[src/rtl/vga_scaled_fb_reader.sv]
// Maps VGA raster positions to integer-scaled, optionally mirrored frame-buffer addresses and gates pixels.
// addr_out is 1 clk after pos_x/pos_y, pixel_out/in_image 2 clk after; no backpressure, one pixel per clk.
module vga_scaled_fb_reader #(
   parameter int              SCREEN_X = 1024,
   parameter int              SCREEN_Y = 768,
   parameter int              FB_W     = 32,
   parameter int              FB_H     = 24,
   parameter int              SCALE    = 32,
   parameter int              AW       = 10,
   parameter int              DW       = 3,
   parameter logic [DW-1:0]   BG_COLOR = '0
) (
   input  logic          clk,
   input  logic          rst,
   input  logic [11:0]   pos_x,
   input  logic [11:0]   pos_y,
   input  logic [1:0]    mode,
   input  logic [DW-1:0] pixel_in,
   output logic [AW-1:0] addr_out,
   output logic [DW-1:0] pixel_out,
   output logic          in_image,
   output logic          frame_tick
);

   localparam int SW  = (SCALE > 1) ? $clog2(SCALE) : 1;
   localparam int CXW = $clog2(FB_W + 1);
   localparam int CYW = $clog2(FB_H + 1);

   localparam logic [SW-1:0]  SUB_LAST = SW'(SCALE - 1);
   localparam logic [CXW-1:0] CX_END   = CXW'(FB_W);
   localparam logic [CYW-1:0] CY_END   = CYW'(FB_H);
   localparam logic [11:0]    X_END    = 12'(SCREEN_X);
   localparam logic [11:0]    Y_END    = 12'(SCREEN_Y);
   localparam logic [31:0]    FBW32    = 32'(FB_W);

   logic [11:0]    prev_x_q, prev_y_q;
   logic [SW-1:0]  sub_x_q, sub_x_d, sub_y_q, sub_y_d;
   logic [CXW-1:0] cx_q, cx_d, ex;
   logic [CYW-1:0] cy_q, cy_d, ey;
   logic           x_ok_q, x_ok_d, y_ok_q, y_ok_d;
   logic [1:0]     mode_q, mode_d;
   logic           frame_start;
   logic           in_img1_q, in_img1_d;
   logic [AW-1:0]  addr_q, addr_d;
   logic [31:0]    addr_full;
   logic           in_image_q, tick_q;
   logic [DW-1:0]  pix_q;

   always_comb begin
      sub_x_d     = sub_x_q;
      cx_d        = cx_q;
      x_ok_d      = x_ok_q;
      sub_y_d     = sub_y_q;
      cy_d        = cy_q;
      y_ok_d      = y_ok_q;
      frame_start = (pos_y == '0) && (prev_y_q != '0);
      mode_d      = frame_start ? mode : mode_q;

      if (pos_x == '0) begin
         sub_x_d = '0;
         cx_d    = '0;
         x_ok_d  = 1'b1;
      end else if ((pos_x < X_END) && (pos_x == prev_x_q + 12'd1)) begin
         if (sub_x_q == SUB_LAST) begin
            sub_x_d = '0;
            if (cx_q != CX_END) cx_d = cx_q + CXW'(1);
         end else begin
            sub_x_d = sub_x_q + SW'(1);
         end
      end else begin
         x_ok_d = 1'b0;
      end

      // Y only moves on a line change; a skipped line poisons the rest of the frame.
      if (pos_y != prev_y_q) begin
         if (pos_y == '0) begin
            sub_y_d = '0;
            cy_d    = '0;
            y_ok_d  = 1'b1;
         end else if (pos_y == prev_y_q + 12'd1) begin
            if (sub_y_q == SUB_LAST) begin
               sub_y_d = '0;
               if (cy_q != CY_END) cy_d = cy_q + CYW'(1);
            end else begin
               sub_y_d = sub_y_q + SW'(1);
            end
         end else begin
            y_ok_d = 1'b0;
         end
      end

      in_img1_d = x_ok_d && y_ok_d && (cx_d < CX_END) && (cy_d < CY_END) && (pos_y < Y_END);
      ex        = mode_d[0] ? (CXW'(FB_W - 1) - cx_d) : cx_d;
      ey        = mode_d[1] ? (CYW'(FB_H - 1) - cy_d) : cy_d;
      addr_full = 32'(ey) * FBW32 + 32'(ex);
      addr_d    = in_img1_d ? addr_full[AW-1:0] : addr_q;
   end

   always_ff @(posedge clk) begin
      if (!rst) begin
         prev_x_q   <= '0;
         prev_y_q   <= '0;
         sub_x_q    <= '0;
         cx_q       <= '0;
         x_ok_q     <= 1'b0;
         sub_y_q    <= '0;
         cy_q       <= '0;
         y_ok_q     <= 1'b0;
         mode_q     <= '0;
         in_img1_q  <= 1'b0;
         addr_q     <= '0;
         in_image_q <= 1'b0;
         pix_q      <= BG_COLOR;
         tick_q     <= 1'b0;
      end else begin
         prev_x_q   <= pos_x;
         prev_y_q   <= pos_y;
         sub_x_q    <= sub_x_d;
         cx_q       <= cx_d;
         x_ok_q     <= x_ok_d;
         sub_y_q    <= sub_y_d;
         cy_q       <= cy_d;
         y_ok_q     <= y_ok_d;
         mode_q     <= mode_d;
         in_img1_q  <= in_img1_d;
         addr_q     <= addr_d;
         in_image_q <= in_img1_q;
         pix_q      <= in_img1_q ? pixel_in : BG_COLOR;
         tick_q     <= frame_start;
      end
   end

   assign addr_out   = addr_q;
   assign pixel_out  = pix_q;
   assign in_image   = in_image_q;
   assign frame_tick = tick_q;

endmodule

[config.mk]
export PLATFORM = sky130hd
export DESIGN_NAME = vga_scaled_fb_reader
export DESIGN_NICKNAME = d
export VERILOG_FILES = /design/src/rtl/vga_scaled_fb_reader.sv
export SDC_FILE = /design/constraint.sdc
export NUM_CORES = 1
export LEC_CHECK = 0
export ABC_AREA = 1
export CORE_MARGIN = 1.5
export CORE_UTILIZATION = 39
export DETAILED_ROUTE_END_ITERATION = 7
export PLACE_DENSITY = 0.6
export SLEW_MARGIN = 20
export SYNTH_ARGS = -nofsm -noshare
export SYNTH_HDL_FRONTEND = slang
export SYNTH_SLANG_ARGS = --single-unit
export TNS_END_PERCENT = 50
[constraint.sdc]
create_clock -name clk -period 3.8 [get_ports clk]
set_input_delay 0.57 -clock clk [delete_from_list [all_inputs] [get_ports clk]]
set_output_delay 0.57 -clock clk [all_outputs]
set_load 0.05 [all_outputs]
==> impl_metrics.json, run 1 <==
{
  "cts_tree": "built",
  "slew-limit-headroom_pct": 65.0,
  "worst-path-buf-inv": 4,
  "hold_class": "reg -> reg",
  "antenna_found_initial": 0,
  "hold_viol": 0,
  "cp_slowest_stage_delay_ns": 0.42,
  "drive_gt1_share_pct": 7.53,
  "maxSlewViolCount": 0,
  "whs_ns": 0.472,
  "grt_remaining_overflow": 0,
  "grt_usage_pct": 19.1,
  "grt_first_pass_wirelength_um": 17600,
  "synth_edf_count": 0,
  "path_clk_slew_ns": 0.07,
  "crit_fanout": 14,
  "endpoint": "addr_out[7]",
  "crit_chain": "ha_1 -> nand3_1 -> nor2_4 -> nand2_1 -> nand2_1 -> nand2_1 -> nor2_4 -> nand2_2 -> inv_2 -> nand2_4 -> o21bai_1 -> nand2_1 -> ha_1 -> inv_1 -> nand3_1 -> or2_1 -> nor2_2 -> nand2_2 -> inv_1 -> o21ai_1 -> nand2_1 -> inv_1",
  "cp_data_arrival_time_ns": 3.41,
  "power_mw": 1.54,
  "tns_ns": 0,
  "worstSetupPathType": "reg -> reg",
  "cts_hold_buf": 0,
  "p_sw_share_pct": 25.9,
  "leakage_nw": 2.59,
  "synth_fp_nets": 729,
  "vias": 4136,
  "p_switching_mw": 0.397,
  "ant_nets": 0,
  "die_width_um": 107,
  "r2r_slack_ns": 0.65,
  "dp_hpwl_um": 7740,
  "viasPerCell": 4.70,
  "drtPass1Iterations": 5,
  "crit_slowest_cell": "dfxtp_1",
  "critical-path-top-delay-family": "simple AND/OR/NAND/NOR gates",
  "insertion_delay_ns": 0.36,
  "powerDensity_nw_per_um2": 301,
  "synth_top_cell_area_share_pct": 30.6,
  "first_global_vias": 4017,
  "max_slew.worst_pin.slew_ns": 0.523,
  "dominantRegCellSynth": "dfxtp_1",
  "yosysWarnings": 0,
  "syn_inst": 684,
  "synth_area_per_cell_sq_um": 6.22,
  "die_h_um": 107,
  "p_int_mw": 1.14,
  "finalSetupViolCount": 0,
  "areaGrowthSynthToFinish_pct": 19.8,
  "core_sq_um": 10500,
  "yosys-top-cells-count": "nand2_1, inv_1, nor2_1",
  "std_cell_rows": 37,
  "place.port_buffers": 45,
  "drc": 0,
  "drt_iter0_markers": 200,
  "crit_path_end_kind": "flip-flop",
  "start_util_pct": 40.7,
  "max_freq_mhz": 318,
  "wl_per_cell_um": 11.4,
  "final.min_clock_period_ns": 3.15,
  "synthArstFlopShare_pct": 0,
  "p_clk_share_pct": 41.9,
  "cts.path.max_buffers": 2,
  "status": "finished, final reports clean",
  "nets": 785,
  "cts.sink_count": 65,
  "reg2reg_from": "prev_y_q[1]",
  "grt_max_degree": 37,
  "antenna_cells": 0,
  "startpoint_type": "flip-flop",
  "cts_buffers": 9,
  "comb_power_share_pct": 11.8,
  "synth.top_cells.by_area": "dfxtp_1, nand2_1, inv_1",
  "synth_top_area_cell": "dfxtp_1",
  "synth_area_sq_um": 4250,
  "crit_start": "prev_y_q[1]",
  "ys_seq_elements": 65,
  "maxCapViolations": 0,
  "io_pins": 46,
  "required_ns": 4.07,
  "die-area_sq_um": 11500,
  "rsz0062_at_grt": "false",
  "ys_types": 40,
  "cts_resized": 0,
  "reg2reg_depth": 22,
  "peakVddDrop_v": 0.000304,
  "cpMostUsedCell": "nand2_1",
  "cts_setup_buffers": 0,
  "ys_seq_area_share_pct": 30.6,
  "power_frac_seq_pct": 46.3,
  "fin_skew_ns": 0.00686,
  "htreeDepth": 3,
  "root_buffer": "clkbuf_8",
  "period_share_pct": 82.8,
  "r2r_end": "addr_out[7]",
  "wl_um": 9990,
  "fillCellCount": 1125,
  "cp_num_cells": 22,
  "yosysMostFrequentCell": "nand2_1",
  "gp_congestion": 0.870
}
-- placed cells by master (no fill, tap or decap), types with 3 or more instances in the layout --
master,Yosys,layout
a21oi_1,16,16
buf_4,1,9
clkbuf_8,0,9
clkdlybuf4s50_1,0,45
clkinv_1,3,3
dfxtp_1,65,65
ha_1,14,14
inv_1,115,115
inv_2,8,8
nand2_1,207,207
nand2_2,6,6
nand3_1,59,59
nand4_1,13,13
nor2_1,74,74
nor2_2,5,5
nor2_4,4,4
nor3_1,5,5
nor4_1,6,6
o211ai_1,3,3
o21ai_0,18,18
xnor2_1,11,11
xor2_1,18,18
-- kinds of logic (layout without fill, tap and decap cells) --
logic type | count (synthesis) | count (layout) | share of synthesized area, %
and+or+nand+nor | 392 | 392 | 40.3
xor gates and xnor gates | 29 | 29 | 5.97
buffers and inverters | 136 | 196 | 12.5
muxes | 2 | 2 | 0.471
adders and majority gates | 14 | 14 | 4.12
AOI/OAI and AO/OA | 46 | 46 | 6.06
DFF | 65 | 65 | 30.6
-- cell type report --
type	count	area (sq um)	share of cell area [%]
inverters	127	478	9.38
clock buffers	10	128	2.50
well taps	136	170	3.34
clock inverters	5	81.3	1.60
repair buffers	54	518	10.2
multi-input cells	483	2420	47.5
flip-flops and latches	65	1300	25.5
-- how the worst min path moves through the flow --
| stage | slack [ns] | start | depth (start not counted) | to |
|---|---|---|---|---|
| floorplan | 0.44 | in_img1_q | 2 | in_image |
| global placement | 0.46 | sub_y_q[4] | 2 | sub_y_q[4] |
| detailed placement | 0.46 | sub_y_q[4] | 2 | sub_y_q[4] |
| CTS | 0.47 | sub_y_q[4] | 2 | sub_y_q[4] |
| global route | 0.52 | sub_x_q[2] | 2 | sub_x_q[2] |
| finish | 0.47 | sub_y_q[4] | 2 | sub_y_q[4] |
-- power groups by stage --
stage / registers (mW) / clock network [mW] / logic (mW)
floorplan: 0.722 / 0 / 0.117
finish: 0.711 / 0.644 / 0.181
global placement: 0.727 / 0 / 0.178
detailed placement: 0.727 / 0 / 0.181
CTS: 0.711 / 0.666 / 0.182
global route: 0.713 / 0.697 / 0.207
-- state kept, by name (all words and copies together), names as in the netlist --
register,flops
prev_y_q,12
in_img1_q,1
y_ok_q,1
mode_q,2
addr_out,10
sub_y_q,5
cy_q,5
sub_x_q,5
in_image,1
prev_x_q,12
pixel_out,3
frame_tick,1
x_ok_q,1
cx_q,6
-- per-stage QoR --
| stage | cells | setup WS [ns] | util, % | instance area [sq um] |
|---|---|---|---|---|
| CTS | 880 | 0.645 | 48.7 | 5100 |
| floorplan | 684 | 1.03 | - | 4250 |
| finish | 880 | 0.654 | 48.7 | 5100 |
| global route | 880 | 0.238 | 48.7 | 5100 |
| detailed placement | 865 | 0.263 | 46.7 | 4890 |
| global placement | 865 | 0.332 | 46.7 | 4890 |
-- routing by layer --
layer / GRT usage [%] / part of all wire [%] / up-vias
met4: 7.14 / 2.1 / 0
met2: 34.0 / 49 / 73
li1: - / - / 2217
met1: 22.1 / 46 / 1826
met3: 4.36 / 3.7 / 20
met5: 0 / 0 / -
-- worst min-delay path, delay by kind of cell (launching register included) --
family | cells | cell delay [ns]
AO/OA/AOI/OAI | 1 | 0.05
flip-flops | 1 | 0.32
AND/OR/NAND/NOR | 1 | 0.06
Power figures use the tool's default switching activity.
==> run 2, diff against run 1 <==
Settings changed: PLACE_DENSITY 0.6 to 0.62.
Clock period 3.8 ns to 2.65 ns, I/O delays scaled along.
==> run 2 against run 1 <==
  * The run now ends with setup timing left
  * Clock skew grew 0.0035 ns
  * Hold slack lost 0.16 ns
  * Final area grew 19%
  * Largest cell class unchanged
  * Critical path depth is the same
  * Utilization grew 9.3 points
  * Final cell count grew 11%
  * Sequential share of layout area shrank 3.9 points
  * Clock power grew 55%
  * First-iteration DRC count shrank 44%
  * Critical endpoint is now addr_out[9]
==> impl_metrics.json, run 2 (same netlist as run 1, synthesis figures left out) <==
{
  "hold_depth": 3,
  "gr-usage-met1_pct": 23.6,
  "grt_util_met2_pct": 37.4,
  "crit_chain": "inv_2 -> ha_4 -> inv_2 -> nand2_1 -> nand2_1 -> nor2_2 -> nand3_1 -> nor2_1 -> nand3_2 -> nor2_4 -> nand3_2 -> nand3_2 -> nand2_2 -> ha_4 -> inv_2 -> nand3_2 -> or2_4 -> nor2_4 -> nand2_4 -> o21ai_0 -> nand2_1 -> inv_1",
  "regArea_sq_um": 1310,
  "path_clk_slew_ns": 0.07,
  "status": "finished, violations left",
  "hold_class": "in -> reg",
  "crit_path_end_kind": "flip-flop",
  "cpMostUsedCell": "nand3_2",
  "die_width_um": 107,
  "met3_usage_pct": 4.36,
  "required_ns": 2.97,
  "max_freq_mhz": 353,
  "dpl_cell_area_sq_um": 5540,
  "ant_nets": 0,
  "fillCellCount": 999,
  "p_sw_share_pct": 25.8,
  "holdPathEnd": "prev_y_q[0]",
  "maxCapViolations": 0,
  "finish.instance_area_sq_um": 6070,
  "comb_power_share_pct": 14.6,
  "viasPerCell": 4.59,
  "p_clk_share_pct": 42.2,
  "final.min_clock_period_ns": 2.83,
  "fin_skew_ns": 0.0103,
  "cts_hold_buf": 0,
  "root_buffer": "clkbuf_8",
  "drt_iter0_markers": 112,
  "start_util_pct": 40.7,
  "rsz0062_at_grt": "true",
  "std_cell_rows": 37,
  "grt_first_pass_wirelength_um": 19000,
  "place.port_buffers": 45,
  "powerDensity_nw_per_um2": 389,
  "maxSlewViolCount": 0,
  "nets": 880,
  "r2r_end": "addr_out[9]",
  "wl_um": 11200,
  "max_slew.worst_pin.slew_ns": 0.505,
  "hold_viol": 0,
  "insertion_delay_ns": 0.37,
  "antenna_found_initial": 0,
  "cts_buffers": 9,
  "cp_data_arrival_time_ns": 3.15,
  "worstSetupPathType": "reg -> reg",
  "io_pins": 46,
  "grt_max_degree": 36,
  "placed_cells": 944,
  "reg2reg_depth": 22,
  "cts_tree": "built",
  "antenna_cells": 0,
  "slew-limit-headroom_pct": 66.3,
  "drc": 0,
  "mostFrequentLayoutCells": "nand2_1, inv_1, buf_4",
  "crit_slowest_cell": "dfxtp_4",
  "drive_gt1_share_pct": 23.5,
  "dp_hpwl_um": 8500,
  "vias": 4480,
  "hold_start": "pos_y[0]",
  "grt_remaining_overflow": 0,
  "violations": "setup timing",
  "layout_setup_ws_ns": -0.182,
  "peakVddDrop_v": 0.000302,
  "first_global_vias": 4430,
  "die-area_sq_um": 11500,
  "reg2reg_from": "prev_y_q[1]",
  "grt_usage_pct": 20.7,
  "period_share_pct": 107,
  "areaGrowthSynthToFinish_pct": 42.8,
  "p_switching_mw": 0.609,
  "p_int_mw": 1.75,
  "crit_fanout": 7,
  "power_frac_seq_pct": 43.1,
  "r2r_slack_ns": -0.18,
  "cp_slowest_stage_delay_ns": 0.38,
  "instances_no_fill": 976,
  "drtPass1Iterations": 5,
  "htreeDepth": 3,
  "finalSetupViolCount": 11,
  "cts.path.max_buffers": 2,
  "core_sq_um": 10500,
  "cts.sink_count": 65,
  "grt-busiest-layer": "met2",
  "leakage_nw": 3.07,
  "gp_congestion": 0.850,
  "wl_per_cell_um": 11.5,
  "crit_start": "prev_y_q[1]",
  "multiInputGateArea_sq_um": 2640,
  "layout_commonest_cell": "nand2_1",
  "startpoint_type": "flip-flop",
  "die_h_um": 107,
  "power_mw": 2.36
}
==> run 2: cell types whose count changed in the layout (fill, tap and decap cells not counted), moves of 6 or more <==
cell / change
ha_1: -6
buf_4: +92
nand2_2: +8
nand2_1: -8
nand3_1: -7
==> run 2: power by group through the flow <==
stage | registers [mW] | logic, mW | clock network [mW]
final | 1.02 | 0.346 | 0.997
after global routing | 1.02 | 0.387 | 1.07
after CTS | 1.02 | 0.341 | 1.03
after detailed placement | 1.04 | 0.329 | 0
after global placement | 1.04 | 0.322 | 0
after floorplan | 1.04 | 0.172 | 0
==> run 2: layout make-up <==
| type | count | share of cell area, % |
|---|---|---|
| Clock buffer | 12 | 2.55 |
| Sequential cell | 65 | 21.6 |
| Clock inverter | 4 | 1.22 |
| Inverter | 127 | 7.95 |
| Tap cell | 136 | 2.80 |
| Multi-Input combinational cell | 484 | 43.4 |
| Timing Repair Buffer | 148 | 20.5 |
==> run 2: how the worst max path moves through the flow <==
stage	end	slack (ns)	cells after the start
CTS	addr_out[9]	-0.14	23
floorplan	addr_out[1]	-0.0009	23
global route	addr_out[0]	-0.41	20
finish	addr_out[9]	-0.18	22
global placement	addr_out[7]	-0.56	21
detailed placement	addr_out[7]	-0.66	21
==> run 2: metrics by stage <==
stage	worst slack, ns	setup TNS [ns]	util, %	hold slack (ns)
2_1_floorplan	-0.000949	-0.000949	-	0.443
3_3_place_gp	-0.556	-5.05	52.9	0.457
3_5_place_dp	-0.660	-6.20	52.9	0.469
4_1_cts	-0.144	-1.10	56.1	0.479
5_1_grt	-0.408	-3.91	58.0	0.314
6_report	-0.182	-1.68	58.0	0.309
==> run 2: timing repair <==
action	CTS	global route
buffers inserted	7	8
pin swaps	13	16
endpoints found under the setup margin	11	12
gates cloned	1	0
resized for setup	16	32
==> run 2: metal layers <==
layer	wire (um)	up-vias
met5	0	-
met3	373	17
met2	5670	62
met1	4940	1986
met4	227	0
li1	-	2415
==> run 2: worst max-delay path: cells and delay by family (launching register included) <==
kind                       cells  cell delay [ns]
and+or+nand+nor               15             1.65
AOI/OAI and AO/OA              1             0.17
adders and majority gates      2             0.42
DFF                            1             0.38
buffers and inverters          4             0.17
==> run 3, diff against run 2 <==
Settings changed: SETUP_SLACK_MARGIN from default to 0.4, SLEW_MARGIN 20 to default.
==> run 3 against run 2 <==
  * Critical path depth up 1
  * Via count is 3.3% higher
  * The flow still finishes with violations (setup timing)
  * Register-to-register slack lost 0.11 ns
  * First-iteration DRC count up 42%
  * Critical endpoint is now addr_out[7]
  * Power shrank 1.8%
  * Highest routed layer unchanged
  * Final cell count is 1.2% higher
  * Largest power group unchanged
==> impl_metrics.json, run 3 (same netlist as run 1, synthesis figures left out) <==
{
  "p_sw_share_pct": 26.2,
  "crit_slowest_cell": "dfxtp_4",
  "hold_class": "in -> reg",
  "htreeDepth": 3,
  "nets": 893,
  "core_sq_um": 10500,
  "dp_hpwl_um": 8500,
  "areaGrowthSynthToFinish_pct": 51.3,
  "startpoint_type": "flip-flop",
  "max_freq_mhz": 340,
  "io_pins": 46,
  "tns_ns": -2.98,
  "first_global_vias": 4447,
  "final_util_pct": 61.5,
  "hold_viol": 0,
  "wl_um": 11900,
  "dp_worst_setup_slack_ns": -0.651,
  "insertion_delay_ns": 0.35,
  "maxSlewViolCount": 0,
  "gp_congestion": 0.898,
  "wl_per_cell_um": 12.1,
  "leakage_nw": 3.22,
  "std_cell_rows": 37,
  "powerDensity_nw_per_um2": 360,
  "antenna_cells": 0,
  "required_ns": 2.90,
  "cts.sink_count": 65,
  "start_util_pct": 40.7,
  "crit_chain": "inv_2 -> ha_4 -> inv_2 -> nand2_2 -> nand2_2 -> nor2_4 -> nand3_2 -> nor2_4 -> nand3_4 -> nor2_4 -> nand3_2 -> nand3_2 -> nand2_2 -> ha_4 -> inv_2 -> nand3_2 -> or2_4 -> nor2_4 -> nand2_4 -> inv_4 -> o21ai_2 -> nand2_1 -> inv_1",
  "slew-limit-headroom_pct": 66.0,
  "cp_slowest_stage_delay_ns": 0.39,
  "status": "finished, violations left",
  "drc": 0,
  "fin_skew_ns": 0.0143,
  "place.port_buffers": 45,
  "violations": "setup timing",
  "p_int_mw": 1.71,
  "instances_no_fill": 988,
  "power_mw": 2.32,
  "vias": 4629,
  "grt_usage_pct": 20.6,
  "maxCapViolations": 0,
  "peakVddDrop_v": 0.000390,
  "p_switching_mw": 0.608,
  "whs_ns": 0.303,
  "power_frac_seq_pct": 44.0,
  "final.min_clock_period_ns": 2.94,
  "layout_commonest_cell": "nand2_1",
  "die_h_um": 107,
  "root_buffer": "clkbuf_8",
  "placed_cells": 943,
  "crit_fanout": 7,
  "rsz0062_at_grt": "true",
  "critical-path-top-delay-family": "simple AND/OR/NAND/NOR gates",
  "ant_nets": 0,
  "finalSetupViolCount": 12,
  "antenna_found_initial": 0,
  "drt_iter0_markers": 159,
  "die_width_um": 107,
  "finish.instance_area_sq_um": 6440,
  "period_share_pct": 111,
  "grt_first_pass_wirelength_um": 19100,
  "cts.path.max_buffers": 2,
  "cts_tree": "built",
  "worst-path-buf-inv": 5,
  "drtPass1Iterations": 5,
  "worstSetupPathType": "reg -> reg",
  "cp_data_arrival_time_ns": 3.19,
  "drive_gt1_share_pct": 30.0,
  "comb_power_share_pct": 16.3,
  "viasPerCell": 4.69,
  "grt_max_degree": 36,
  "max_slew.worst_pin.slew_ns": 0.508,
  "grt_remaining_overflow": 0,
  "layout_setup_ws_ns": -0.295,
  "p_clk_share_pct": 39.7,
  "crit_path_end_kind": "flip-flop",
  "mostFrequentLayoutCells": "nand2_1, inv_1, buf_4",
  "dpl_cell_area_sq_um": 5540,
  "cts_buffers": 9,
  "cts_hold_buf": 0,
  "die-area_sq_um": 11500,
  "path_clk_slew_ns": 0.08
}
-- run 3: cell count changes in the layout (fill, tap and decap cells not counted), moves of 6 or more --
cell     previous run  this run
nor2_4              7        15
nand2_2            14        26
nand3_2             6        12
dfxtp_1            61        55
buf_6               1        14
nand3_1            52        44
nor2_1             69        60
nand2_1           199       184
-- run 3: area by class of cell --
class,count,area [sq um]
fill,959,4030
sequential,65,1320
clock buffer,13,179
clock inverter,2,35.0
inverter,127,487
timing repair buffer,161,1380
tap,136,170
multi-input combinational,484,2870
-- run 3: power by group through the flow --
| stage | Clock [mW] | Sequential [mW] | Combinational [mW] |
|---|---|---|---|
| 2_1_floorplan | 0 | 1.04 | 0.172 |
| 3_3_place_gp | 0 | 1.04 | 0.321 |
| 3_5_place_dp | 0 | 1.04 | 0.328 |
| 4_1_cts | 0.947 | 1.02 | 0.332 |
| 5_1_grt | 0.995 | 1.02 | 0.420 |
| 6_report | 0.921 | 1.02 | 0.377 |
-- run 3: what timing repair did --
action / CTS / global route
gates resized for setup: 21 / 109
cloned: 1 / 0
buffers inserted: 9 / 20
pin swaps: 17 / 52
setup endpoints to repair: 15 / 31
-- run 3: per-layer routing --
layer  GRT usage (%)  share of wire, %
met5               0                 0
met4            7.71               2.4
met3            3.63               3.5
met2            37.0                51
met1            24.4                43
-- run 3: path summary, 6_finish.rpt --
| check | slack, ns | depth (start not counted) | end | startpoint |
|---|---|---|---|---|
| min | 0.30 | 3 | prev_x_q[3] | pos_x[3] |
| max reg2reg | -0.29 | 23 | addr_out[7] | prev_y_q[1] |
| min reg2reg | 0.48 | 2 | sub_y_q[4] | sub_y_q[4] |
| max | -0.29 | 23 | addr_out[7] | prev_y_q[1] |
-- run 3: worst min-delay path: cells and delay by family --
kind / cells / cell delay [ns]
buf+inv: 2 / 0.17
simple gates: 1 / 0.06
==> RTL edit 1, RTL diff (settings of run 2) <==
Make the reset (`rst`) asynchronous in one clocked block.
--- a/src/rtl/vga_scaled_fb_reader.sv
+++ b/src/rtl/vga_scaled_fb_reader.sv
@@ -96,7 +96,7 @@
       addr_d    = in_img1_d ? addr_full[AW-1:0] : addr_q;
    end
 
-   always_ff @(posedge clk) begin
+   always_ff @(posedge clk or negedge rst) begin
       if (!rst) begin
          prev_x_q   <= '0;
          prev_y_q   <= '0;
Function: differs if rst is asserted again (counterexample within 4 cycles, from zero or initial values and one cycle with rst low); with rst held inactive, the same outputs for 10 cycles.
==> RTL edit 1 against run 2 <==
The flow still finishes with violations (negative setup slack); area after synthesis up 3.8%; worst setup slack got worse by 27 ps; power is 21% higher; sequential cell count unchanged; clock power rose by 40%; cell area increased by 4.7%; routed wire length up 6.2%; largest cell class unchanged; highest routed layer unchanged.
==> RTL edit 1: results (changes against run 2) <==
set qor(drtIter0Drc) 201 ;# +79%
set qor(vias_per_cell) 4.79 ;# +4.3%
set qor(layout.buffer.nonclock.area_share) 0.200 ;# -0.00477
set qor(critical_path.max_fanout) 4 ;# -3
set qor(syn_nets) 658 ;# -9.7%
set qor(maximum_number_of_pins_on_one_net_before_global_route_repair) 29 ;# -19%
set qor(nClkBuffers) 9 ;# -3
set qor(timing.reg2reg.worst_path_depth) 21 ;# -4.5%
set qor(postLayoutSetupSlackWorst_ps) -209 ;# -26.7 ps
set qor(nonClockInverterCount) 88 ;# -31%
set qor(reg2reg_from) {prev_y_q[0]}
set qor(fin_nets) 817 ;# -7.2%
set qor(placement.cell_area_um2) 5810 ;# +4.9%
set qor(ff_latch_area_um2) 1630 ;# +24%
set qor(fraction_of_synthesis_flops_using_an_asynchronous_set_or_reset_pin) 1.00 ;# +1.00
set qor(globalRouteMet2Util) 0.388 ;# +0.0147
set qor(synth_compound_gate_area_share) 0.0513 ;# -0.00931
set qor(synthXorXnorAreaFrac) 0.0535 ;# -0.00616
set qor(place_ws_ps) -469 ;# +192 ps
set qor(finalHoldWorstSlack_ps) 119 ;# -190 ps
set qor(root_buffer) {clkbuf_16}
set qor(place_inst) 892 ;# -5.5%
set qor(synth_cell_types) 43 ;# +7.5%
set qor(worstSkewPairLatency_ps) 340 ;# -30 ps
set qor(total_of_endpoints_with_negative_setup_slack_in_the_final_report) 11 ;# unchanged
set qor(synth_fa_ha_area_frac) 0.0397 ;# -0.00152
set qor(worst_slew_pin_slew_ps) 742 ;# +238 ps
set qor(crit_slowest_cell) {dfrtp_2}
set qor(violations) {negative setup slack}
set qor(clock_cell_area_share) 0.0541 ;# +0.0164
set qor(netlist_top_cells_count) {203 x nand2_1, 82 x inv_1, 65 x dfrtp_1, 56 x nand3_1, 46 x nor2_1}
set qor(synth.area.mux_share) 0 ;# -0.00471
set qor(result_of_the_run) {complete, but fails checks}
set qor(timing.rr.end) {addr_out[9]}
set qor(max-vdd-ir-drop_mv) 0.398 ;# +32%
set qor(hold_class) {primary input to async pin}
set qor(leakage_power_figure_nw) 3.24 ;# +5.7%
[RTL edit 1: cell count changes after synthesis, moves of 5 or more]
cell / run 2 / this run
nand2_2: 6 / 21
dfrtp_1: 0 / 65
nor2_2: 5 / 10
inv_2: 8 / 3
a21oi_1: 16 / 6
inv_1: 115 / 82
o21ai_0: 18 / 9
nor2_1: 74 / 46
dfxtp_1: 65 / 0
[RTL edit 1: timing repair]
action                                  CTS  global route
cloned                                    0             0
endpoints found under the hold margin     0             0
buffers inserted                          9             0
resized for setup                        26             7
endpoints found under the setup margin   11            12
pin swaps                                18             6
[RTL edit 1: report_power, final]
group | switching [mW] | total [mW] | internal [mW]
clock | 0.478 | 1.40 | 0.918
sequential | 0.0284 | 1.04 | 1.01
combinational | 0.210 | 0.411 | 0.201
[RTL edit 1: per-layer routing]
metal / up-vias / part of all wire / routed length [um]
met4: 0 / 0.019 / 230
met3: 19 / 0.033 / 390
met2: 68 / 0.50 / 5940
met5: - / 0 / 0
li1: 2257 / - / -
met1: 2046 / 0.45 / 5350
==> RTL edit 2, RTL diff (config.mk and constraints of run 2) <==
Without the edit above. The parameter `FB_H` goes from 24 to 48.
--- a/src/rtl/vga_scaled_fb_reader.sv
+++ b/src/rtl/vga_scaled_fb_reader.sv
@@ -4,7 +4,7 @@
    parameter int              SCREEN_X = 1024,
    parameter int              SCREEN_Y = 768,
    parameter int              FB_W     = 32,
-   parameter int              FB_H     = 24,
+   parameter int              FB_H     = 48,
    parameter int              SCALE    = 32,
    parameter int              AW       = 10,
    parameter int              DW       = 3,
Formal check against the unedited RTL: not equivalent (Yosys sat finds a counterexample within 4 cycles, from zero or initial values and one cycle with rst low).
==> RTL edit 2 against run 2 <==
Area after synthesis is 0.71% lower; routed wire length shrank 7.0%; the run still ends with negative setup slack left; clock skew decreased by 1.5 ps; utilization is 0.44 points lower; largest cell class unchanged; cell area is 1.2% lower; worst setup slack better by 160 ps; power down 0.12%; non-clock buffer count is 3 lower; count of clock-buffer cells in the layout unchanged; sequential cell count up 1.
==> RTL edit 2: results (changes against run 2) <==
set qor(result_of_the_run) {complete, but fails checks}
set qor(postLayoutSetupSlackWorst_ps) -26.2 ;# +156 ps
set qor(design_area_um2) 6000 ;# -1.2%
set qor(worst_slew_pin_slew_ps) 516 ;# +11.8 ps
set qor(slowest_delay_ps) 510 ;# +130 ps
set qor(postSynthCellCount) 656 ;# -4.1%
set qor(hold_path.startpoint) {pos_y[8]}
set qor(p_sw_frac) 0.251 ;# -0.00731
set qor(netlist_top_cells_count) {194 x nand2_1, 105 x inv_1, 92 x nor2_1, 66 x dfxtp_1, 37 x nand3_1}
set qor(globalRouteMet2Util) 0.347 ;# -0.0264
set qor(dp.final_hpwl_um) 8100 ;# -4.7%
set qor(sequential_area_share_after_synthesis) 0.313 ;# +0.00691
set qor(yosys_warnings) 0 ;# unchanged
set qor(total_of_endpoints_with_negative_setup_slack_in_the_final_report) 3 ;# -8
set qor(violations) {negative setup slack}
set qor(postCtsSetupRepairBufs) 5 ;# -2
set qor(post_synth_main_area_contributors) {dfxtp_1 31%, nand2_1 17%, inv_1 9.3%}
set qor(syn_nets) 700 ;# -4.0%
set qor(timing.clock.skew_ps) 8.81 ;# -1.53 ps
set qor(global_route.usage.met3) 0.0365 ;# -0.00711
set qor(via_count_of_the_first_global_routing_pass) 4253 ;# -4.0%
set qor(drtIter0Drc) 126 ;# +13%
set qor(min_delay_path_depth) 3 ;# unchanged
set qor(share_seq_of_total_power) 0.439 ;# +0.008
set qor(port-buffer-count) 45 ;# unchanged
set qor(finalSetupTns_ps) -45.4 ;# +1630 ps
set qor(maximum_number_of_pins_on_one_net_before_global_route_repair) 23 ;# -36%
set qor(max-vdd-ir-drop_mv) 0.199 ;# -34%
set qor(delay_heaviest_family_cp) {simple AND/OR/NAND/NOR gates}
set qor(leakage_power_figure_nw) 3.00 ;# -2.0%
set qor(synth_cell_types) 34 ;# -15%
set qor(hold-path-endpoint) {prev_y_q[8]}
set qor(placement.cell_area_um2) 5490 ;# -0.90%
set qor(vias_per_cell) 4.60 ;# +0.31%
set qor(drtPass1Iterations) 4 ;# -1
set qor(finalWirelength_um) 10400 ;# -7.0%
set qor(pwr.group.sequential_mw) 1.03
set qor(rrSetupSlack_ps) -20 ;# +160 ps
set qor(grtUsageTotal) 0.191 ;# -0.0163
set qor(reg2reg_from) {prev_y_q[0]}
set qor(worstSkewPairLatency_ps) 340 ;# -30 ps
set qor(drive_gt1_frac) 0.247 ;# +0.0127
set qor(grt_first_pass_wirelength_um) 17900 ;# -6.2%
set qor(cts-resized-gates) 16 ;# unchanged
set qor(globalplace.congestion) 0.898 ;# +5.6%
set qor(fin_nets) 848 ;# -3.6%
set qor(route.vias.total) 4351 ;# -2.9%
set qor(globalRouteMet1Util) 0.229 ;# -0.00741
set qor(fill_cells) 991 ;# -0.80%
set qor(crit_slowest_cell) {clkdlybuf4s50_1}
set qor(critical_path.max_fanout) 3 ;# -4
set qor(finalHoldWorstSlack_ps) 320 ;# +11.0 ps
set qor(setup.worst_path.start) {pos_y[0]}
set qor(place_ws_ps) -515 ;# +145 ps
set qor(place_inst) 920 ;# -2.5%
RTL edit 2: cell type report:
type                       count  share of cell area
sequential                    66               0.222
clock inverter                 4              0.0123
multi-input combinational    471               0.439
timing repair buffer         145               0.203
inverter                     111              0.0698
tap                          136              0.0284
clock buffer                  12              0.0259
RTL edit 2: worst min-delay path: stages:
cell and delay [ps]:
dlymetal6s2s_1 120, nand2_1 60, inv_1 50
RTL edit 2: metal layers:
layer | share of wire | vias to the layer above
li1 | - | 2314
met1 | 0.45 | 1973
met2 | 0.51 | 55
met3 | 0.027 | 9
met4 | 0.0071 | 0
met5 | 0 | -
RTL edit 2: logic make-up (layout without fill, tap and decap cells):
group,after synthesis,in the layout,share of synthesized area
muxes,1,1,0.00326
and+or+nand+nor,385,385,0.405
adders and majority gates,13,13,0.0385
xor gates and xnor gates,37,37,0.0785
DFF,66,66,0.313
buffers and inverters,119,272,0.108
AOI/OAI and AO/OA,35,35,0.0542
